<file path="config.mk">
export PLATFORM = sky130hd
export DESIGN_NAME = squash_input_conditioner
export DESIGN_NICKNAME = d
export VERILOG_FILES = /design/src/rtl/squash_input_conditioner.sv
export SDC_FILE = /design/constraint.sdc
export NUM_CORES = 1
export LEC_CHECK = 0
export ABC_AREA = 1
export BUFFER_PORTS_ARGS = -buffer_cell sky130_fd_sc_hd__buf_2
export CELL_PAD_IN_SITES_DETAIL_PLACEMENT = 1
export CELL_PAD_IN_SITES_GLOBAL_PLACEMENT = 1
export CORE_MARGIN = 4
export CORE_UTILIZATION = 50
export CTS_BUF_LIST = sky130_fd_sc_hd__clkbuf_8
export CTS_CLUSTER_DIAMETER = 30
export DETAILED_ROUTE_END_ITERATION = 10
export PLACE_DENSITY_LB_ADDON = 0.1
export SLEW_MARGIN = 20
export SYNTH_ARGS = -nofsm -noshare
export SYNTH_HDL_FRONTEND = slang
export SYNTH_SLANG_ARGS = --single-unit
export TNS_END_PERCENT = 5
</file>
<file path="constraint.sdc">
create_clock -name clk -period 1.97 [get_ports clk]
set_input_delay 0.394 -clock clk [delete_from_list [all_inputs] [get_ports clk]]
set_output_delay 0.394 -clock clk [all_outputs]
set_load 0.02 [all_outputs]
</file>
<file path="src/rtl/squash_input_conditioner.sv">
// Player-control conditioner for solo_squash: per-channel sync, debounce,
// press pulses, pause toggle latch and up/down conflict arbitration.
module squash_input_conditioner #(
    parameter int DEBOUNCE_CYCLES = 50000,
    parameter int PAUSE_TOGGLE    = 1
) (
    input  logic       clk,
    input  logic       reset_n,
    input  logic       pause_n_in,
    input  logic       new_game_n_in,
    input  logic       up_key_n_in,
    input  logic       down_key_n_in,
    output logic       pause_n,
    output logic       new_game_n,
    output logic       up_key_n,
    output logic       down_key_n,
    output logic [3:0] press
);

    localparam int CW = (DEBOUNCE_CYCLES > 1) ? $clog2(DEBOUNCE_CYCLES) : 1;
    localparam logic [CW-1:0] CNT_MAX = CW'(DEBOUNCE_CYCLES - 1);

    logic [3:0]    raw;
    logic [3:0]    sync1;
    logic [3:0]    sync2;
    logic [3:0]    deb;
    logic [3:0]    deb_d;
    logic [3:0]    fall;
    logic [CW-1:0] cnt [4];
    logic          latch;
    logic          latch_nxt;
    logic          conflict;
    logic          pause_q;
    logic          new_game_q;
    logic          up_q;
    logic          down_q;
    logic [3:0]    press_q;

    assign raw = {down_key_n_in, up_key_n_in, new_game_n_in, pause_n_in};

    always_ff @(posedge clk or negedge reset_n) begin
        if (!reset_n) begin
            sync1 <= 4'hF;
            sync2 <= 4'hF;
        end else begin
            sync1 <= raw;
            sync2 <= sync1;
        end
    end

    // Any cycle of agreement with the debounced state restarts the count
    always_ff @(posedge clk or negedge reset_n) begin
        if (!reset_n) begin
            deb <= 4'hF;
            for (int i = 0; i < 4; i++) begin
                cnt[i] <= '0;
            end
        end else begin
            for (int i = 0; i < 4; i++) begin
                if (sync2[i] == deb[i]) begin
                    cnt[i] <= '0;
                end else if (cnt[i] == CNT_MAX) begin
                    deb[i] <= ~deb[i];
                    cnt[i] <= '0;
                end else begin
                    cnt[i] <= cnt[i] + 1'b1;
                end
            end
        end
    end

    assign fall = deb_d & ~deb;

    // New-game clear dominates a simultaneous pause press
    always_comb begin
        latch_nxt = latch;
        if (fall[1]) begin
            latch_nxt = 1'b0;
        end else if (fall[0]) begin
            latch_nxt = ~latch;
        end
    end

    assign conflict = ~deb[2] & ~deb[3];

    always_ff @(posedge clk or negedge reset_n) begin
        if (!reset_n) begin
            deb_d      <= 4'hF;
            press_q    <= 4'h0;
            latch      <= 1'b0;
            pause_q    <= 1'b1;
            new_game_q <= 1'b1;
            up_q       <= 1'b1;
            down_q     <= 1'b1;
        end else begin
            deb_d      <= deb;
            press_q    <= fall;
            latch      <= latch_nxt;
            pause_q    <= (PAUSE_TOGGLE != 0) ? ~latch_nxt : deb[0];
            new_game_q <= deb[1];
            up_q       <= deb[2] | conflict;
            down_q     <= deb[3] | conflict;
        end
    end

    assign pause_n    = pause_q;
    assign new_game_n = new_game_q;
    assign up_key_n   = up_q;
    assign down_key_n = down_q;
    assign press      = press_q;

endmodule
</file>
==> results of run 1 <==
synthesized netlist by cell type, types with 3 or more instances:
| cell | n | share of area [%] |
|---|---|---|
| a21oi_1 | 10 | 1.1 |
| a31oi_1 | 5 | 0.71 |
| dfrtp_1 | 69 | 39 |
| dfstp_2 | 19 | 11 |
| ha_1 | 4 | 1.1 |
| inv_1 | 62 | 5.3 |
| inv_2 | 3 | 0.26 |
| nand2_1 | 106 | 9.1 |
| nand2_2 | 8 | 1.1 |
| nand3_1 | 43 | 4.9 |
| nand3_2 | 3 | 0.69 |
| nand4_1 | 12 | 1.7 |
| nor2_1 | 142 | 12 |
| nor3_1 | 3 | 0.34 |
| nor3_2 | 5 | 1.1 |
| o21ai_0 | 3 | 0.34 |
| o21bai_1 | 4 | 0.69 |
| xnor2_1 | 8 | 1.6 |
| xor2_1 | 16 | 3.2 |
| xor2_2 | 4 | 1.5 |
kinds of logic after synthesis:
| group | count (synthesis) |
|---|---|
| simple gates | 329 |
| xor+xnor | 28 |
| compound gates | 25 |
| flops | 88 |
| fa+ha+maj | 4 |
| buf+inv | 65 |
stage by stage:
step	total power (uW)	hold slack (ns)	instance area (um2)
global placement	2020	0.346	4610
detailed placement	2030	0.347	4610
global route	3380	0.106	4810
finish	3230	0.129	4810
CTS	3280	0.113	4810
floorplan	1960	0.0984	4380
state kept, by name (all words and copies together), names as in the netlist:
name and cells:
cnt 64, deb 4, deb_d 4, down_key_n 1, latch 1, pause_n 1
press 4, sync1 4, sync2 4, up_key_n 1
cell type report:
type | instances | area (um2)
clock buffers | 10 | 138
clock inverters | 6 | 53.8
fillers | 1052 | 3570
inverters | 65 | 244
multi-input cells | 386 | 1910
flip-flops and latches | 88 | 2230
well taps | 105 | 131
repair buffers | 17 | 113
path summary, 6_finish.rpt:
path,start,endpoint,slack (ns)
max reg2reg,cnt[16],cnt[22],0.41
min in group asynchronous,reset_n,cnt[44],0.52
max,cnt[16],cnt[22],0.41
min,up_key_n_in,sync1[2],0.13
min reg2reg,sync1[0],sync2[0],0.36
max in group asynchronous,reset_n,sync1[0],0.84
metal layers:
layer | vias to the layer above | track usage (%)
li1 | 1742 | -
met1 | 1731 | 29.5
met2 | 26 | 37.5
met3 | 13 | 3.17
met4 | 0 | 8.18
met5 | - | 0
report_power, final:
| part | internal (uW) | total [uW] | switching, uW |
|---|---|---|---|
| logic | 40.4 | 128 | 88.0 |
| clock network | 606 | 1230 | 629 |
| registers | 1840 | 1870 | 27.3 |
worst max-delay path: stages (launching register included):
cell	delay, ns
dfrtp_1	0.40
ha_1	0.23
nand3_2	0.17
nor3_2	0.17
nand2_1	0.21
nand2_2	0.19
nor2_1	0.08
placed cells by master (no fill, tap or decap), types with 2 or more instances in the layout:
cell,n
a21o_1,2
nor3b_2,2
dfstp_2,19
nor3_2,5
a21oi_1,10
nand4_1,12
o21bai_1,4
nor2_1,142
nor2_2,2
buf_2,12
a31oi_1,5
ha_1,4
buf_4,3
nor3_1,3
inv_2,3
inv_1,65
clkbuf_8,10
xor2_2,4
nand2_1,106
nand3_2,3
nand2_2,8
nand3_1,43
xnor2_1,8
dfrtp_1,69
o21ai_0,3
xor2_1,16
==> flow_metrics.env, run 1 <==
export IMPL_dr_wl_met2_um=5120
export IMPL_ys_types=27
export IMPL_synth_fa_ha_area_share_pct=1.14
export IMPL_vias_per_cell=5.19
export IMPL_finalClockSkew_ns=0.00890
export IMPL_highest_layer="met4"
export IMPL_cts_tree="yes"
export IMPL_synth_top_family_by_area="simple AND/OR/NAND/NOR gates"
export IMPL_wl_per_cell_um=14.9
export IMPL_cp_data_arrival_time_ns=1.80
export IMPL_wl_met3_um=168
export IMPL_maxCapViolCount=0
export IMPL_dieArea_um2=10300
export IMPL_r2r_cells=6
export IMPL_period_share_pct=79.3
export IMPL_clock_fmax_mhz=640
export IMPL_cts_buffer_depth=2
export IMPL_cp_required_ns=2.21
export IMPL_globalRouteOverflowTotal=0
export IMPL_placedCellCount=660
export IMPL_slew_viol_final=0
export IMPL_p_per_area_nw_per_um2=672
export IMPL_drc=0
export IMPL_path_clk_slew_ns=0.08
export IMPL_final_antenna_net_count=0
export IMPL_synthSimpleGateAreaFrac_pct=32.8
export IMPL_antennaDiodeCount=0
export IMPL_path_max_fanout=6
export IMPL_synth_net_count=549
export IMPL_grt_usage_pct=22.3
export IMPL_cts_resized_gates=0
export IMPL_min_path_cells=1
export IMPL_grt_start_max_net_pins=39
export IMPL_portBuffers=13
export IMPL_yosysWarnings=0
export IMPL_synth_xor_area_share_pct=6.29
export IMPL_cts_buffers=9
export IMPL_core_area_um2=8380
export IMPL_syn_inst=539
export IMPL_fp_dieH_um=102
export IMPL_synthFlopType="dfrtp_1"
export IMPL_synth_edff_count=0
export IMPL_yosys_register_bits=88
export IMPL_syn_avg_cell_area_um2=8.12
export IMPL_fin_crit_ns=1.56
export IMPL_wirelength_um=10100
export IMPL_fin_ws_ns=0.408
export IMPL_critical_path_class="register to register"
export IMPL_start_util_pct=52.2
export IMPL_end_kind="register"
export IMPL_first_iter_violations=79
export IMPL_drive_gt1_share_pct=13.5
export IMPL_grt_pass1_vias=3803
export IMPL_setup_tns_ns=0
export IMPL_ys_seq_area_share_pct=50.9
export IMPL_async_flop_share_pct=100
export IMPL_synthMuxAreaShare_pct=0
export IMPL_drt_first_pass_iters=4
export IMPL_cts_sinks=88
export IMPL_slew_headroom_pct=72.0
export IMPL_fp_dieW_um=102
export IMPL_synth_compound_area_share_pct=3.35
export IMPL_tightest_slew_ns=0.420
export IMPL_instances_no_fill=677
export IMPL_finalSetupViolCount=0
export IMPL_final_core_util_pct=57.4
export IMPL_finalHoldViolCount=0
export IMPL_cts_setup_buffers=0
export IMPL_place_congestion=0.837
export IMPL_grt_first_pass_wirelength_um=18100
export IMPL_syn_area_um2=4380
export IMPL_leakage_uw=0.00228
export IMPL_cts_htree_levels=3
export IMPL_io_pins=14
export IMPL_status="finished, final reports clean"
export IMPL_antenna_found_initial=0
export IMPL_wl_met1_um=4660
export IMPL_root_buffer="clkbuf_8"
export IMPL_synthToLayoutAreaGrowth_pct=9.95
export IMPL_cts_hold_fix_buffers=1
export IMPL_rsz0062_at_grt="no"
export IMPL_num_rows=33
export IMPL_final_nets=577
export IMPL_clk_insertion_delay_late_ns=0.35
export IMPL_dp_slack_ns=0.452
export IMPL_irDropWorstVdd_mv=0.470
export IMPL_via_count=3512
export IMPL_hold_path_class="input port to register"
export IMPL_dp_hpwl_um=7570
export IMPL_worstSetupStartpointType="register"
(Power assumes the default switching activity.)
==> run 2, diff against run 1 <==
--- a/config.mk
+++ b/config.mk
@@ -5,12 +5,12 @@
 export SDC_FILE = /design/constraint.sdc
 export NUM_CORES = 1
 export LEC_CHECK = 0
-export ABC_AREA = 1
+export ABC_AREA = 0
 export BUFFER_PORTS_ARGS = -buffer_cell sky130_fd_sc_hd__buf_2
 export CELL_PAD_IN_SITES_DETAIL_PLACEMENT = 1
 export CELL_PAD_IN_SITES_GLOBAL_PLACEMENT = 1
 export CORE_MARGIN = 4
-export CORE_UTILIZATION = 50
+export CORE_UTILIZATION = 46
 export CTS_BUF_LIST = sky130_fd_sc_hd__clkbuf_8
 export CTS_CLUSTER_DIAMETER = 30
 export DETAILED_ROUTE_END_ITERATION = 10
==> constraint.sdc (replaced) <==
create_clock -name clk -period 1.3 [get_ports clk]
set_input_delay 0.26 -clock clk [delete_from_list [all_inputs] [get_ports clk]]
set_output_delay 0.26 -clock clk [all_outputs]
set_load 0.02 [all_outputs]
==> run 2 against run 1 <==
Clock power rose by 70%. Worst hold slack improved by 0.23 ns. Synthesized cell count fell by 33%. The run now ends with negative setup slack left. Global-route usage fell by 2.0 points.
==> flow_metrics.env, run 2 <==
export IMPL_cts_buffer_depth=2
export IMPL_largest_reg_flops=64
export IMPL_ys_types=33
export IMPL_placedCellCount=554
export IMPL_end_kind="register"
export IMPL_start_util_pct=47.5
export IMPL_combPwrFrac_pct=5.2
export IMPL_period_share_pct=133
export IMPL_finalHoldViolCount=0
export IMPL_wirelength_um=9780
export IMPL_clk_insertion_delay_late_ns=0.35
export IMPL_status="finished with violations"
export IMPL_ys_seq_area_share_pct=56.8
export IMPL_cts_setup_buffers=0
export IMPL_top_register="cnt"
export IMPL_synth_largest_area_cell="dfrtp_1"
export IMPL_slew_headroom_pct=56.5
export IMPL_cp_data_arrival_time_ns=2.01
export IMPL_syn_avg_cell_area_um2=10.8
export IMPL_async_flop_share_pct=100
export IMPL_fp_dieH_um=100
export IMPL_cp_num_buf_inv=0
export IMPL_clock_fmax_mhz=580
export IMPL_grt_pass1_vias=3342
export IMPL_final_core_util_pct=62.4
export IMPL_setup_tns_ns=-14.74
export IMPL_path_max_fanout=3
export IMPL_path_clk_slew_ns=0.08
export IMPL_timing_rr_end="deb[2]"
export IMPL_synth_most_common_cell="nor2_1"
export IMPL_globalRouteOverflowTotal=0
export IMPL_endpoint="deb[2]"
export IMPL_yosys_register_bits=88
export IMPL_final_nets=476
export IMPL_hold_path_class="register to register"
export IMPL_fin_crit_ns=1.72
export IMPL_cts_tree="yes"
export IMPL_vias_per_cell=5.30
export IMPL_num_rows=33
export IMPL_first_iter_violations=71
export IMPL_synthToLayoutAreaGrowth_pct=31.5
export IMPL_worst_path_stages=3
export IMPL_irDropWorstVdd_mv=0.539
export IMPL_rrSetupSlack_ns=-0.42
export IMPL_cts_buffers=9
export IMPL_critical_path_class="register to register"
export IMPL_worstSetupStartpoint="cnt[26]"
export IMPL_instances_no_fill=576
export IMPL_p_per_area_nw_per_um2=1010
export IMPL_rsz0062_at_grt="yes"
export IMPL_fillers=888
export IMPL_core_area_um2=8260
export IMPL_final_common_cell="buf_4"
export IMPL_drt_first_pass_iters=4
export IMPL_grt_usage_pct=20.3
export IMPL_max_stage_delay_ns=0.55
export IMPL_r2r_cells=3
export IMPL_synthFlopType="dfrtp_1"
export IMPL_slew_viol_final=0
export IMPL_grt_first_pass_wirelength_um=16000
export IMPL_p_sw_share_pct=21.5
export IMPL_dp_hpwl_um=6520
export IMPL_drive_gt1_share_pct=34.0
export IMPL_portBuffers=13
export IMPL_power_switching_uw=1120
export IMPL_layout_common_cells="buf_4 (81), nor2_1 (69), dfrtp_1 (68), xnor2_1 (49), nand4_1 (20)"
export IMPL_antenna_found_initial=0
export IMPL_synth_edff_count=0
export IMPL_finalClockSkew_ns=0.00911
export IMPL_cts_sinks=88
export IMPL_fin_ws_ns=-0.424
export IMPL_maxCapViolCount=0
export IMPL_violations="negative setup slack"
export IMPL_synth_top_cells_by_count="nor2_1 (70), dfrtp_1 (69), xnor2_1 (49)"
export IMPL_synth_top_cell_area_share_pct=44.1
export IMPL_tightest_slew_ns=0.650
export IMPL_final_antenna_net_count=0
export IMPL_worstPathCellList="or3_1 -> or4_4 -> mux2_4"
export IMPL_synth_net_count=372
export IMPL_finalSetupViolCount=66
export IMPL_cp_required_ns=1.58
export IMPL_p_clk_share_pct=40.3
export IMPL_cts_htree_levels=3
export IMPL_worstSetupStartpointType="register"
export IMPL_syn_area_um2=3920
export IMPL_critPathSlowestCell="or4_4"
export IMPL_syn_inst=362
export IMPL_leakage_uw=0.00222
export IMPL_crit_family="simple AND/OR/NAND/NOR gates"
export IMPL_pwr_share_seq_pct=54.5
export IMPL_yosysWarnings=0
export IMPL_io_pins=14
export IMPL_place_congestion=0.870
export IMPL_dieArea_um2=10100
export IMPL_rr_startpoint="cnt[26]"
export IMPL_via_count=3055
export IMPL_drc=0
export IMPL_fp_dieW_um=100
export IMPL_root_buffer="clkbuf_8"
export IMPL_p_int_uw=4080
export IMPL_wl_per_cell_um=17.0
export IMPL_grt_start_max_net_pins=89
export IMPL_yosys_top_cells_area="dfrtp_1 (44%), dfstp_2 (13%), xnor2_1 (11%)"
export IMPL_antennaDiodeCount=0
## run 2: kinds of logic after synthesis
logic type	share of synthesized area [%]
AO/OA/AOI/OAI	0.703
adder cells (fa/ha/maj)	1.28
flip-flops	56.8
buffers and inverters	2.33
XOR/XNOR	13.2
multiplexers	1.34
AND/OR/NAND/NOR	24.4
## run 2: final cells by class
cell class	count	area, um2	share of cell area [%]
Clock buffer	11	151	2.94
Clock inverter	5	72.6	1.41
Inverter	13	48.8	0.947
Multi-Input combinational cell	255	1750	34.0
Sequential cell	88	2230	43.2
Tap cell	105	131	2.55
Timing Repair Buffer	99	772	15.0
## run 2: power by group through the flow
stage	logic (uW)	clock network (uW)	registers [uW]
final	270	2090	2830
after global routing	300	2290	2840
after CTS	259	2150	2830
after detailed placement	237	0	2880
after global placement	226	0	2870
after floorplan	84.4	0	2870
## run 2: timing repair
item,CTS,global route
pin swaps,8,1
hold buffers,4,1
setup endpoints to repair,69,73
hold endpoints to repair,72,1
resized for setup,18,14
gates cloned,0,1
## run 2: metrics by stage
step           instance area [um2]  power [uW]  hold slack, ns  worst slack (ns)
6_report                      5150        5190           0.358            -0.424
5_1_grt                       5150        5430           0.365            -0.457
4_1_cts                       5070        5240         0.00202            -0.412
3_5_place_dp                  4710        3110           0.338            -0.367
3_3_place_gp                  4710        3100           0.334            -0.330
2_1_floorplan                 3920        2960         -0.0356            -0.337
## run 2: worst min-delay path by stage
| stage | start | end | cells past startpoint |
|---|---|---|---|
| floorplan | reset_n | cnt[0] | 0 |
| global placement | reset_n | cnt[35] | 2 |
| detailed placement | reset_n | cnt[32] | 2 |
| CTS | up_key_n_in | sync1[2] | 1 |
| global route | sync1[1] | sync2[1] | 0 |
| finish | sync1[3] | sync2[3] | 0 |
## run 2: layer usage
metal | up-vias | track usage (%) | part of all wire [%]
li1 | 1438 | - | -
met1 | 1560 | 23.2 | 42
met2 | 38 | 36.7 | 53
met3 | 19 | 5.49 | 3.1
met4 | 0 | 6.63 | 1.9
met5 | - | 0 | 0
==> run 3, diff against run 2 <==
--- a/config.mk
+++ b/config.mk
@@ -11,7 +11,7 @@
 export CELL_PAD_IN_SITES_GLOBAL_PLACEMENT = 1
 export CORE_MARGIN = 4
 export CORE_UTILIZATION = 46
-export CTS_BUF_LIST = sky130_fd_sc_hd__clkbuf_8
+export CTS_BUF_LIST = sky130_fd_sc_hd__clkbuf_4
 export CTS_CLUSTER_DIAMETER = 30
 export DETAILED_ROUTE_END_ITERATION = 10
 export PLACE_DENSITY_LB_ADDON = 0.1
==> run 3 against run 2 <==
Sequential cell count unchanged. Final cell count decreased by 0.17%. Highest routed layer unchanged. Clock-buffer cell count unchanged. Combinational power decreased by 1%. Via count decreased by 1.6%. Routed wire length decreased by 3.6%. The run still ends with negative setup slack left. Final area decreased by 1.2%. Sequential power about the same. Global-route usage increased by 0.15 points. Critical path type unchanged. Critical endpoint unchanged. Die area unchanged. Clock skew increased by 0.0036 ns. Register-to-register slack got worse by 0.02 ns.
==> flow_metrics.env, run 3 (synthesized netlist as in run 2, its figures left out) <==
export IMPL_pwr_share_seq_pct=59.2
export IMPL_leakage_uw=0.00217
export IMPL_fp_dieW_um=100
export IMPL_first_iter_violations=84
export IMPL_synthToLayoutAreaGrowth_pct=29.9
export IMPL_combPwrFrac_pct=5.5
export IMPL_grt_start_max_net_pins=89
export IMPL_grt_usage_pct=20.5
export IMPL_cts_sinks=88
export IMPL_r2r_cells=3
export IMPL_p_sw_share_pct=22.3
export IMPL_status="finished with violations"
export IMPL_cts_htree_levels=3
export IMPL_final_nets=475
export IMPL_via_count=3006
export IMPL_fin_crit_ns=1.75
export IMPL_postLayoutCellArea_um2=5090
export IMPL_min_path_cells=0
export IMPL_period_share_pct=134
export IMPL_final_common_cell="buf_4"
export IMPL_path_max_fanout=3
export IMPL_finalSetupViolCount=70
export IMPL_fp_dieH_um=100
export IMPL_largest_reg_flops=64
export IMPL_wl_per_cell_um=16.4
export IMPL_cts_buffer_depth=2
export IMPL_drt_first_pass_iters=4
export IMPL_p_per_area_nw_per_um2=940
export IMPL_slew_viol_final=0
export IMPL_globalRouteOverflowTotal=0
export IMPL_fin_ws_ns=-0.446
export IMPL_cp_data_arrival_time_ns=2.10
export IMPL_cts_setup_buffers=0
export IMPL_core_area_um2=8260
export IMPL_p_clk_share_pct=35.3
export IMPL_drive_gt1_share_pct=34.5
export IMPL_clock_fmax_mhz=573
export IMPL_place_congestion=0.870
export IMPL_cts_buffers=9
export IMPL_dieArea_um2=10100
export IMPL_worstSetupStartpointType="register"
export IMPL_dp_hpwl_um=6520
export IMPL_drc=0
export IMPL_critical_path_class="register to register"
export IMPL_antennaDiodeCount=0
export IMPL_antenna_found_initial=0
export IMPL_vias_per_cell=5.23
export IMPL_violations="negative setup slack"
export IMPL_finalHoldViolCount=0
export IMPL_slew_headroom_pct=68.7
export IMPL_cts_tree="yes"
export IMPL_cp_required_ns=1.65
export IMPL_grt_pass1_vias=3378
export IMPL_clk_insertion_delay_late_ns=0.42
export IMPL_power_switching_uw=1070
export IMPL_start_util_pct=47.5
export IMPL_num_rows=33
export IMPL_wirelength_um=9430
export IMPL_finalClockSkew_ns=0.0127
export IMPL_tightest_slew_ns=0.468
export IMPL_path_clk_slew_ns=0.13
export IMPL_layout_common_cells="buf_4 (79), nor2_1 (68), dfrtp_1 (66), xnor2_1 (49), nand4_1 (20)"
export IMPL_top_register="cnt"
export IMPL_portBuffers=13
export IMPL_grt_first_pass_wirelength_um=16200
export IMPL_end_kind="register"
export IMPL_io_pins=14
export IMPL_setup_tns_ns=-14.86
export IMPL_place_area_um2=4710
export IMPL_root_buffer="clkbuf_4"
export IMPL_p_int_uw=3720
export IMPL_hold_path_class="register to register"
export IMPL_rsz0062_at_grt="yes"
export IMPL_irDropWorstVdd_mv=0.533
export IMPL_final_antenna_net_count=0
export IMPL_maxCapViolCount=0
-- run 3: power groups by stage --
stage	combinational [uW]	sequential [uW]	clock (uW)
after CTS	261	2830	1750
after global routing	297	2840	1870
after global placement	226	2870	0
after detailed placement	237	2880	0
after floorplan	84.4	2870	0
final	266	2830	1690
-- run 3: per-layer routing --
layer | up-vias | track usage, % | routed length, um
li1 | 1442 | - | -
met1 | 1508 | 23.7 | 3940
met2 | 43 | 37.1 | 5040
met3 | 13 | 5.63 | 286
met4 | 0 | 5.70 | 161
met5 | - | 0 | 0
-- run 3: timing repair --
action                     4_1_cts  5_1_grt
pin swaps                        9        2
setup endpoints to repair       73       72
cloned                           0        0
hold endpoints to repair        73        0
gates resized for setup         27       11
hold buffers                     5        0
-- run 3: worst paths after layout --
| check | from | endpoint | slack [ns] |
|---|---|---|---|
| max | cnt[26] | deb[2] | -0.45 |
| max in group asynchronous | reset_n | sync1[2] | 0.50 |
| min in group asynchronous | reset_n | cnt[34] | 0.40 |
| max reg2reg | cnt[26] | deb[2] | -0.45 |
| min reg2reg | sync1[1] | sync2[1] | 0.36 |
| min | sync1[1] | sync2[1] | 0.36 |
-- run 3: critical path, cell delays in order, from the launching register on --
cell     delay, ns
dfrtp_1       0.41
or3_1         0.40
or4_4         0.55
mux2_4        0.33
-- run 3: stage by stage --
stage | utilization [%] | setup WS [ns] | std cells | hold slack (ns) | power (uW)
6_report | 61.7 | -0.446 | 575 | 0.362 | 4790
5_1_grt | 61.7 | -0.474 | 575 | 0.357 | 5010
4_1_cts | 61.1 | -0.421 | 575 | 0.355 | 4840
3_5_place_dp | 57.0 | -0.367 | 554 | 0.338 | 3110
3_3_place_gp | 57.0 | -0.330 | 554 | 0.334 | 3100
2_1_floorplan | - | -0.337 | 362 | -0.0356 | 2960
-- run 3: cell type report --
| cell class | count | area [um2] |
|---|---|---|
| clock buffers | 11 | 82.6 |
| clock inverters | 5 | 72.6 |
| fillers | 903 | 3170 |
| inverters | 13 | 48.8 |
| multi-input cells | 254 | 1750 |
| flip-flops and latches | 88 | 2230 |
| well taps | 105 | 131 |
| repair buffers | 99 | 779 |
